## src/rtl/fifo_drain_ctrl_pkg.sv

```systemverilog
// rtl/fifo_drain_ctrl_pkg.sv - shared types and default widths for the FIFO drain controller
// Contents: drain_state_t FSM encoding, DATA_WIDTH, COUNT_WIDTH, ADDRESS_WIDTH.
package fifo_drain_ctrl_pkg;

  localparam int DATA_WIDTH    = 6;
  localparam int COUNT_WIDTH   = 8;
  // FIFO address width; the read side never needs it, it documents the FIFO depth.
  localparam int ADDRESS_WIDTH = 2;

  typedef enum logic [1:0] {
    IDLE  = 2'b00,
    RUN   = 2'b01,
    DRAIN = 2'b10
  } drain_state_t;

endpackage

```

## src/rtl/skid_buffer_2.sv

```systemverilog
// rtl/skid_buffer_2.sv - 2-entry in-order output buffer with push/pop/occupancy
// Ports:
//   clk, reset      : clock, asynchronous active-low reset
//   push, push_data : write push_data at the tail on this edge
//   pop             : drop the head on this edge (ignored when empty)
//   occupancy       : words held, 0..2
//   head_data       : oldest word held
//   overflow        : a push arrived while full without a matching pop; the word is dropped
module skid_buffer_2
  import fifo_drain_ctrl_pkg::*;
#(
  parameter int WIDTH = DATA_WIDTH
) (
  input  logic             clk,
  input  logic             reset,
  input  logic             push,
  input  logic [WIDTH-1:0] push_data,
  input  logic             pop,
  output logic [1:0]       occupancy,
  output logic [WIDTH-1:0] head_data,
  output logic             overflow
);

  logic [WIDTH-1:0] slot0;
  logic [WIDTH-1:0] slot1;
  logic [1:0]       occ;
  logic             pop_eff;

  assign pop_eff   = pop && (occ != 2'd0);
  assign overflow  = push && !pop_eff && (occ == 2'd2);
  assign occupancy = occ;
  assign head_data = slot0;

  // slot0 is always the head; a pop shifts slot1 forward.
  always_ff @(posedge clk or negedge reset) begin
    if (!reset) begin
      slot0 <= '0;
      slot1 <= '0;
      occ   <= 2'd0;
    end else begin
      case ({push, pop_eff})
        2'b10: begin
          if (occ == 2'd0) begin
            slot0 <= push_data;
          end else if (occ == 2'd1) begin
            slot1 <= push_data;
          end
          if (occ != 2'd2) begin
            occ <= occ + 2'd1;
          end
        end
        2'b01: begin
          slot0 <= slot1;
          occ   <= occ - 2'd1;
        end
        2'b11: begin
          // Occupancy unchanged; the head advances and the new word lands at the tail.
          if (occ == 2'd1) begin
            slot0 <= push_data;
          end else begin
            slot0 <= slot1;
            slot1 <= push_data;
          end
        end
        default: begin
        end
      endcase
    end
  end

endmodule

```

## src/rtl/fifo_drain_ctrl.sv

```systemverilog
// rtl/fifo_drain_ctrl.sv - read-side controller draining the transmission-layer FIFO
// Ports:
//   clk, reset             : clock, asynchronous active-low reset
//   enable                 : 1 = issue FIFO reads, 0 = stop reading and drain the buffer
//   empty_fifo, error      : FIFO status flags
//   data_out               : FIFO read data, valid the cycle after rd_enable
//   rd_enable              : FIFO read strobe (combinational)
//   ready_out, valid_out   : downstream handshake
//   data_o                 : head of the output buffer
//   word_count             : completed downstream transfers, wraps
//   error_sticky           : latched FIFO error or buffer overflow
module fifo_drain_ctrl
  import fifo_drain_ctrl_pkg::*;
#(
  parameter int data_width  = DATA_WIDTH,
  parameter int count_width = COUNT_WIDTH
) (
  input  logic                   clk,
  input  logic                   reset,
  input  logic                   enable,
  input  logic                   empty_fifo,
  input  logic                   error,
  input  logic [data_width-1:0]  data_out,
  output logic                   rd_enable,
  input  logic                   ready_out,
  output logic                   valid_out,
  output logic [data_width-1:0]  data_o,
  output logic [count_width-1:0] word_count,
  output logic                   error_sticky
);

  drain_state_t state;
  drain_state_t state_nxt;
  logic         inflight;
  logic         pop;
  logic         overflow;
  logic [1:0]   occupancy;
  logic [2:0]   committed;

  assign pop       = valid_out && ready_out;
  assign valid_out = (occupancy != 2'd0);

  // Words already owned by the buffer (held or in flight) after this cycle's pop;
  // a pop this cycle frees room for a read in the same cycle.
  assign committed = {1'b0, occupancy} + {2'b00, inflight} - {2'b00, pop};

  skid_buffer_2 #(
    .WIDTH(data_width)
  ) u_buf (
    .clk       (clk),
    .reset     (reset),
    .push      (inflight),
    .push_data (data_out),
    .pop       (pop),
    .occupancy (occupancy),
    .head_data (data_o),
    .overflow  (overflow)
  );

  always_comb begin
    state_nxt = state;
    rd_enable = (state == RUN) && enable && !empty_fifo && (committed < 3'd2);
    case (state)
      IDLE: begin
        if (enable) state_nxt = RUN;
      end
      RUN: begin
        if (!enable) state_nxt = DRAIN;
      end
      DRAIN: begin
        if (enable) begin
          state_nxt = RUN;
        end else if ((occupancy == 2'd0) && !inflight) begin
          state_nxt = IDLE;
        end
      end
      default: state_nxt = IDLE;
    endcase
  end

  always_ff @(posedge clk or negedge reset) begin
    if (!reset) begin
      state        <= IDLE;
      inflight     <= 1'b0;
      word_count   <= '0;
      error_sticky <= 1'b0;
    end else begin
      state    <= state_nxt;
      inflight <= rd_enable;
      if (pop) begin
        word_count <= word_count + {{(count_width-1){1'b0}}, 1'b1};
      end
      if (error || overflow) begin
        error_sticky <= 1'b1;
      end
    end
  end

endmodule

```

## config.mk

```make
export PLATFORM = sky130hd
export DESIGN_NAME = fifo_drain_ctrl
export DESIGN_NICKNAME = d
export VERILOG_FILES = /design/src/rtl/fifo_drain_ctrl_pkg.sv /design/src/rtl/skid_buffer_2.sv /design/src/rtl/fifo_drain_ctrl.sv
export SDC_FILE = /design/constraint.sdc
export NUM_CORES = 1
export LEC_CHECK = 0
export CAP_MARGIN = 20
export CORE_MARGIN = 1
export CORE_UTILIZATION = 47
export CTS_CLUSTER_DIAMETER = 80
export CTS_CLUSTER_SIZE = 14
export DETAILED_ROUTE_END_ITERATION = 16
export PLACE_DENSITY = 0.76
export SYNTH_ARGS = -nofsm -noshare
export SYNTH_HDL_FRONTEND = slang
export SYNTH_SLANG_ARGS = --single-unit
```

## constraint.sdc

```tcl
create_clock -name clk -period 4.28 [get_ports clk]
set_clock_uncertainty 0.1 [all_clocks]
set_input_delay 1.07 -clock clk [delete_from_list [all_inputs] [get_ports clk]]
set_output_delay 1.07 -clock clk [all_outputs]
set_load 0.05 [all_outputs]
```

# --- Yosys cells after proc, flatten, opt, wreduce, memory -nomap -nowiden ---
# Cells that the tools add are included.
classes:
  order_cmp: 1
  muxes: 13
  n_reduce_logical: 22
  eq_ne: 15
  addsub: 5
op_table:
  columns: ["operator", "n"]
  rows:
  - ["6-bit 2-to-1 mux", 4]
  - ["6-bit case mux with 3 select lines", 1]
  - ["2-bit inequality test, second input constant", 6]
  - ["6-bit case mux with 2 select lines", 1]
  - ["2-bit 2-to-1 mux", 5]
  - ["8-bit by 1-bit adder with 8-bit output, second input constant", 1]
  - ["2-bit == test, second input constant", 4]
  - ["1-bit logical AND", 8]
  - ["2-bit by 1-bit == test with 1-bit output, second input constant", 3]
  - ["2-bit case mux with 3 select lines", 1]
  - ["3-bit AND reduction", 2]
  - ["2-bit nonzero test", 3]
  - ["2-bit logical NOT", 2]
  - ["2-bit case mux with 2 select lines", 1]
  - ["2-bit AND reduction", 2]
  - ["2-bit by 1-bit adder with 3-bit output", 1]
  - ["1-bit logical NOT", 3]
  - ["3-bit by 2-bit < comparator with 1-bit output, second input constant", 1]
  - ["3-bit inequality test, second input constant", 1]
  - ["3-bit nonzero test", 1]
  - ["3-bit by 1-bit subtractor with 3-bit output", 1]
  - ["2-bit by 1-bit adder with 2-bit output, second input constant", 1]
  - ["2-bit by 1-bit inequality test with 1-bit output, second input constant", 1]
  - ["2-bit by 1-bit subtractor with 2-bit output, second input constant", 1]
  - ["1-bit logical OR", 1]
totals:
  elab_cells: 63
  reg_bits: 26
  in_bits: 12
  out_inout_bits: 17

# --- Longest topological paths before layout ---
logic_depth:
  word_depth: 7
  mapped_depth: 10
  mapped_depth_nobuf: 9

# --- Cells and area by module ---
# A second synthesis with hierarchy kept.
hier_totals:
  cells_unflattened: 108
  area_unflattened_um2: 1272.5
modules_own_cells:
  columns: ["mod", "cells_each", "seq_area_each_um2", "area_each_um2", "instances"]
  rows:
  - ["skid_buffer_2", 59, 350.3, 696.9, 1]
  - ["fifo_drain_ctrl", 49, 300.3, 575.6, 1]

# --- Worst setup path before layout ---
# No wires, ideal clock.
synth_timing:
  path_kind: "input to output"
  start: "input port ready_out"
  end: "output port rd_enable"
  path_stages: 8
  slack_ns: -0.276
  t_arrival_ns: 3.386
  path_buffers: 1
  t_required_ns: 3.110
  path_cell_list: "nand2b_1 buf_6 inv_8 ha_1 nand2b_1 fa_1 xor2_1 nor3_1"
synth_between:
  elab_chain_cells: 4
synth_lines:
  columns: ["element", "line", "rtl"]
  rows:
  - ["start, declared", "fifo_drain_ctrl.sv:25", "input logic ready_out,"]
  - ["1-bit logical AND", "fifo_drain_ctrl.sv:40", "assign pop = valid_out && ready_out;"]
  - ["named net pop", "fifo_drain_ctrl.sv:35", "logic pop;"]
  - ["3-bit by 1-bit subtractor with 3-bit output", "fifo_drain_ctrl.sv:45", "assign committed = {1'b0, occupancy} + {2'b00, inflight} - {2'b00, pop};"]
  - ["3-bit by 2-bit < comparator with 1-bit output", "fifo_drain_ctrl.sv:62", "rd_enable = (state == RUN) && enable && !empty_fifo && (committed < 3'd2);"]
  - ["1-bit logical AND", "fifo_drain_ctrl.sv:62", null]
  - ["end, declared", "fifo_drain_ctrl.sv:24", "output logic rd_enable,"]
# The timed path passes the listed nets, and every way through them passes these cells.

# --- Worst setup path after layout ---
# Ends and elaborated chain as after synthesis.

==> run metrics <==
outcome=complete, no violations; Detailed Routing Iterations Pass 1=4; syn nets=127; RePlAce Congestion=0.712; GRT Util Overall=0.193; RSZ-0062 raised after global routing=false; clock tree buffer depth=2; WHS Path Cells=1; count of final setup violators=0; hold slack=0.384 ns; post-CTS setup buffer count=0; Critical R2R Launch=u_buf.occupancy[1]$_DFFE_PN0P_; Synth area leaders=dfrtp_1 51%, mux2_4 7.1%, ha_1 4.9%, nor2_1 4.1%, xnor2_1 3.4%; I/O pin cnt=29; Via density=5.15; gr ovfl total=0; Post-synth EDFFs=0; CP arrival=2.95 ns; max_cap viols=0; Mapped Cells=109; count of input and output buffers=28; Die Height=54.1 um; Seq/Total Area, Yosys=0.510; worst path required time=3.11 ns; Worst Path Max Fanout=2; power per cell area=730 mW/mm^2; pre-CTS setup slack=-0.0807 ns; Setup CP Type=primary input to primary output; Post-DRT Antenna Nets=0; nets=161; Setup WS post-layout=0.156 ns; FF+latch area=651 sq um; Antenna Cells=0; Worst Setup End Kind=primary output; hold path start=word_count[7]$_DFFE_PN0P_; R2R cell count=9; Die Span X=54.1 um; fillers=207; Max-slew headroom=0.664; post-synth top area share=0.510; initial antenna violation count=0; largest net degree at the start of global routing=21; Post-route DRC=0; top_reg_cell synth=dfrtp_1; synthesized area=0.00127 sq mm; initial drt markers=4; #FFs+latches synth=26; Multi-input gate area=583 sq um; Wirelength per Cell=13.0 um; Synthesis Warnings=0; leakage=0.000762 uW; Starting Density=0.505; first-pass GRT wire length=4.02 mm; crit path time final=4.12 ns; VDD IR max=0.000431 V; Overall Power=1220 uW; core area=0.00252 sq mm; vias=885; Routed WL=2.24 mm; FP Rows=18; Avg Cell Area, Syn=11.7 sq um; hpwl dp=1.75 mm; number of CTS-inserted buffers=3; final instance area=0.00167 sq mm; register clock-pin slew on the reported worst setup and hold paths=0.13 ns; FF-to-FF End=inflight$_DFF_PN0_; FMAX=242 MHz; asr flop ratio synth=1.00; die area=0.00293 sq mm; worst skew pair latency=0.31 ns; hold path endpoint=word_count[7]$_DFFE_PN0P_; count of cell types in the netlist=29; internal reg-to-reg setup slack=1.75 ns; worst min-delay path class=flip-flop to flip-flop; leading area contributor after synthesis=dfrtp_1; synthesis-to-layout area growth=31.2%; Worst Max-Slew Pin Slew=0.502 ns; placed cell area=0.00163 sq mm; layout cells sized above 1=0.183; Worst Setup Start Kind=primary input; CTS H-tree depth=1; final max-slew violation count=0; Final Hold Vio Count=0; vias in the first global route=864; Final Cycle Share=0.964; CTS tree=yes; CTS sink cnt=26; clk root buf=clkbuf_4
-- layout by cell type (no fill, tap or decap), types with 2 or more instances in the layout --
cell	instances
mux2_4	6
nand2b_1	2
dfrtp_1	26
clkbuf_4	3
o22ai_1	6
nand2_1	9
clkdlybuf4s50_1	26
xnor2_2	2
and3_1	2
xor2_1	3
a21oi_1	3
nand3_1	3
ha_1	5
buf_4	3
nor2_1	14
xnor2_1	5
nand2_2	2
nor2_4	2
inv_1	4
-- logic make-up (layout without fill, tap and decap cells) --
family	count (synthesis)	after routing	synth area share
buf+inv	8	41	0.0422
mux	7	7	0.0785
fa+ha+maj	6	6	0.0648
simple gates	38	38	0.150
xor+xnor	10	10	0.0805
compound gates	14	14	0.0736
flops	26	26	0.510
-- sequential cells by signal, indices dropped and copies added (netlist names) --
signal	count
inflight	1
state	2
error_sticky	1
word_count	8
u_buf.head_data	6
u_buf.slot1	6
u_buf.occupancy	2
-- metal layers --
metal | track usage | part of all wire
met1 | 0.272 | 0.49
met2 | 0.305 | 0.46
met3 | 0.0254 | 0.045
met4 | 0.0641 | 0.0045
met5 | 0 | 0
-- synthesized netlist by cell type, types with 3 or more instances --
library cell / n
ha_1: 5
o22ai_1: 6
nand2b_1: 3
xor2_1: 3
nor2_1: 14
xnor2_1: 5
nand3_1: 3
a21oi_1: 3
inv_1: 4
dfrtp_1: 26
nand2_1: 9
mux2_4: 6
-- per-stage QoR --
| stage | TNS [ns] | cells | utilization |
|---|---|---|---|
| after floorplan | 0 | 109 | - |
| after global placement | 0 | 167 | 0.635 |
| after CTS | 0 | 172 | 0.663 |
| after detailed placement | -0.0807 | 168 | 0.646 |
| after global routing | 0 | 172 | 0.663 |
| final | 0 | 172 | 0.663 |
-- worst max path at each step --
| stage | start | to | cells after the start | slack, ns |
|---|---|---|---|---|
| detailed placement | ready_out | rd_enable | 9 | -0.08 |
| global placement | ready_out | rd_enable | 9 | 0.008 |
| CTS | ready_out | rd_enable | 9 | 0.13 |
| floorplan | ready_out | rd_enable | 8 | 0.16 |
| global route | ready_out | rd_enable | 9 | 0.05 |
| finish | ready_out | rd_enable | 9 | 0.16 |
-- repair_timing --
| action | in CTS | in global routing |
|---|---|---|
| endpoints found under the setup margin | 1 | 0 |
| resized for setup | 2 | 0 |
| hold buffers | 0 | 0 |
-- worst max-delay path, stage by stage --
cell,delay [ns]
dlygate4sd2_1,0.27
nand2b_4,0.11
inv_8,0.03
ha_1,0.28
nand2b_1,0.16
fa_1,0.49
nand3b_1,0.09
nor3_2,0.28
buf_12,0.18
-- layout make-up --
class / instances / area share
multi-input cells: 75 / 0.349
inverters: 5 / 0.0157
repair buffers: 32 / 0.203
clock buffers: 4 / 0.0217
well taps: 30 / 0.0224
flip-flops and latches: 26 / 0.389
-- where the power goes --
group	internal, uW	total (uW)	switching [uW]
logic	279	680	401
clock network	51.9	119	67.3
registers	340	422	82.0
No activity file was read; power rests on OpenSTA's default activity.
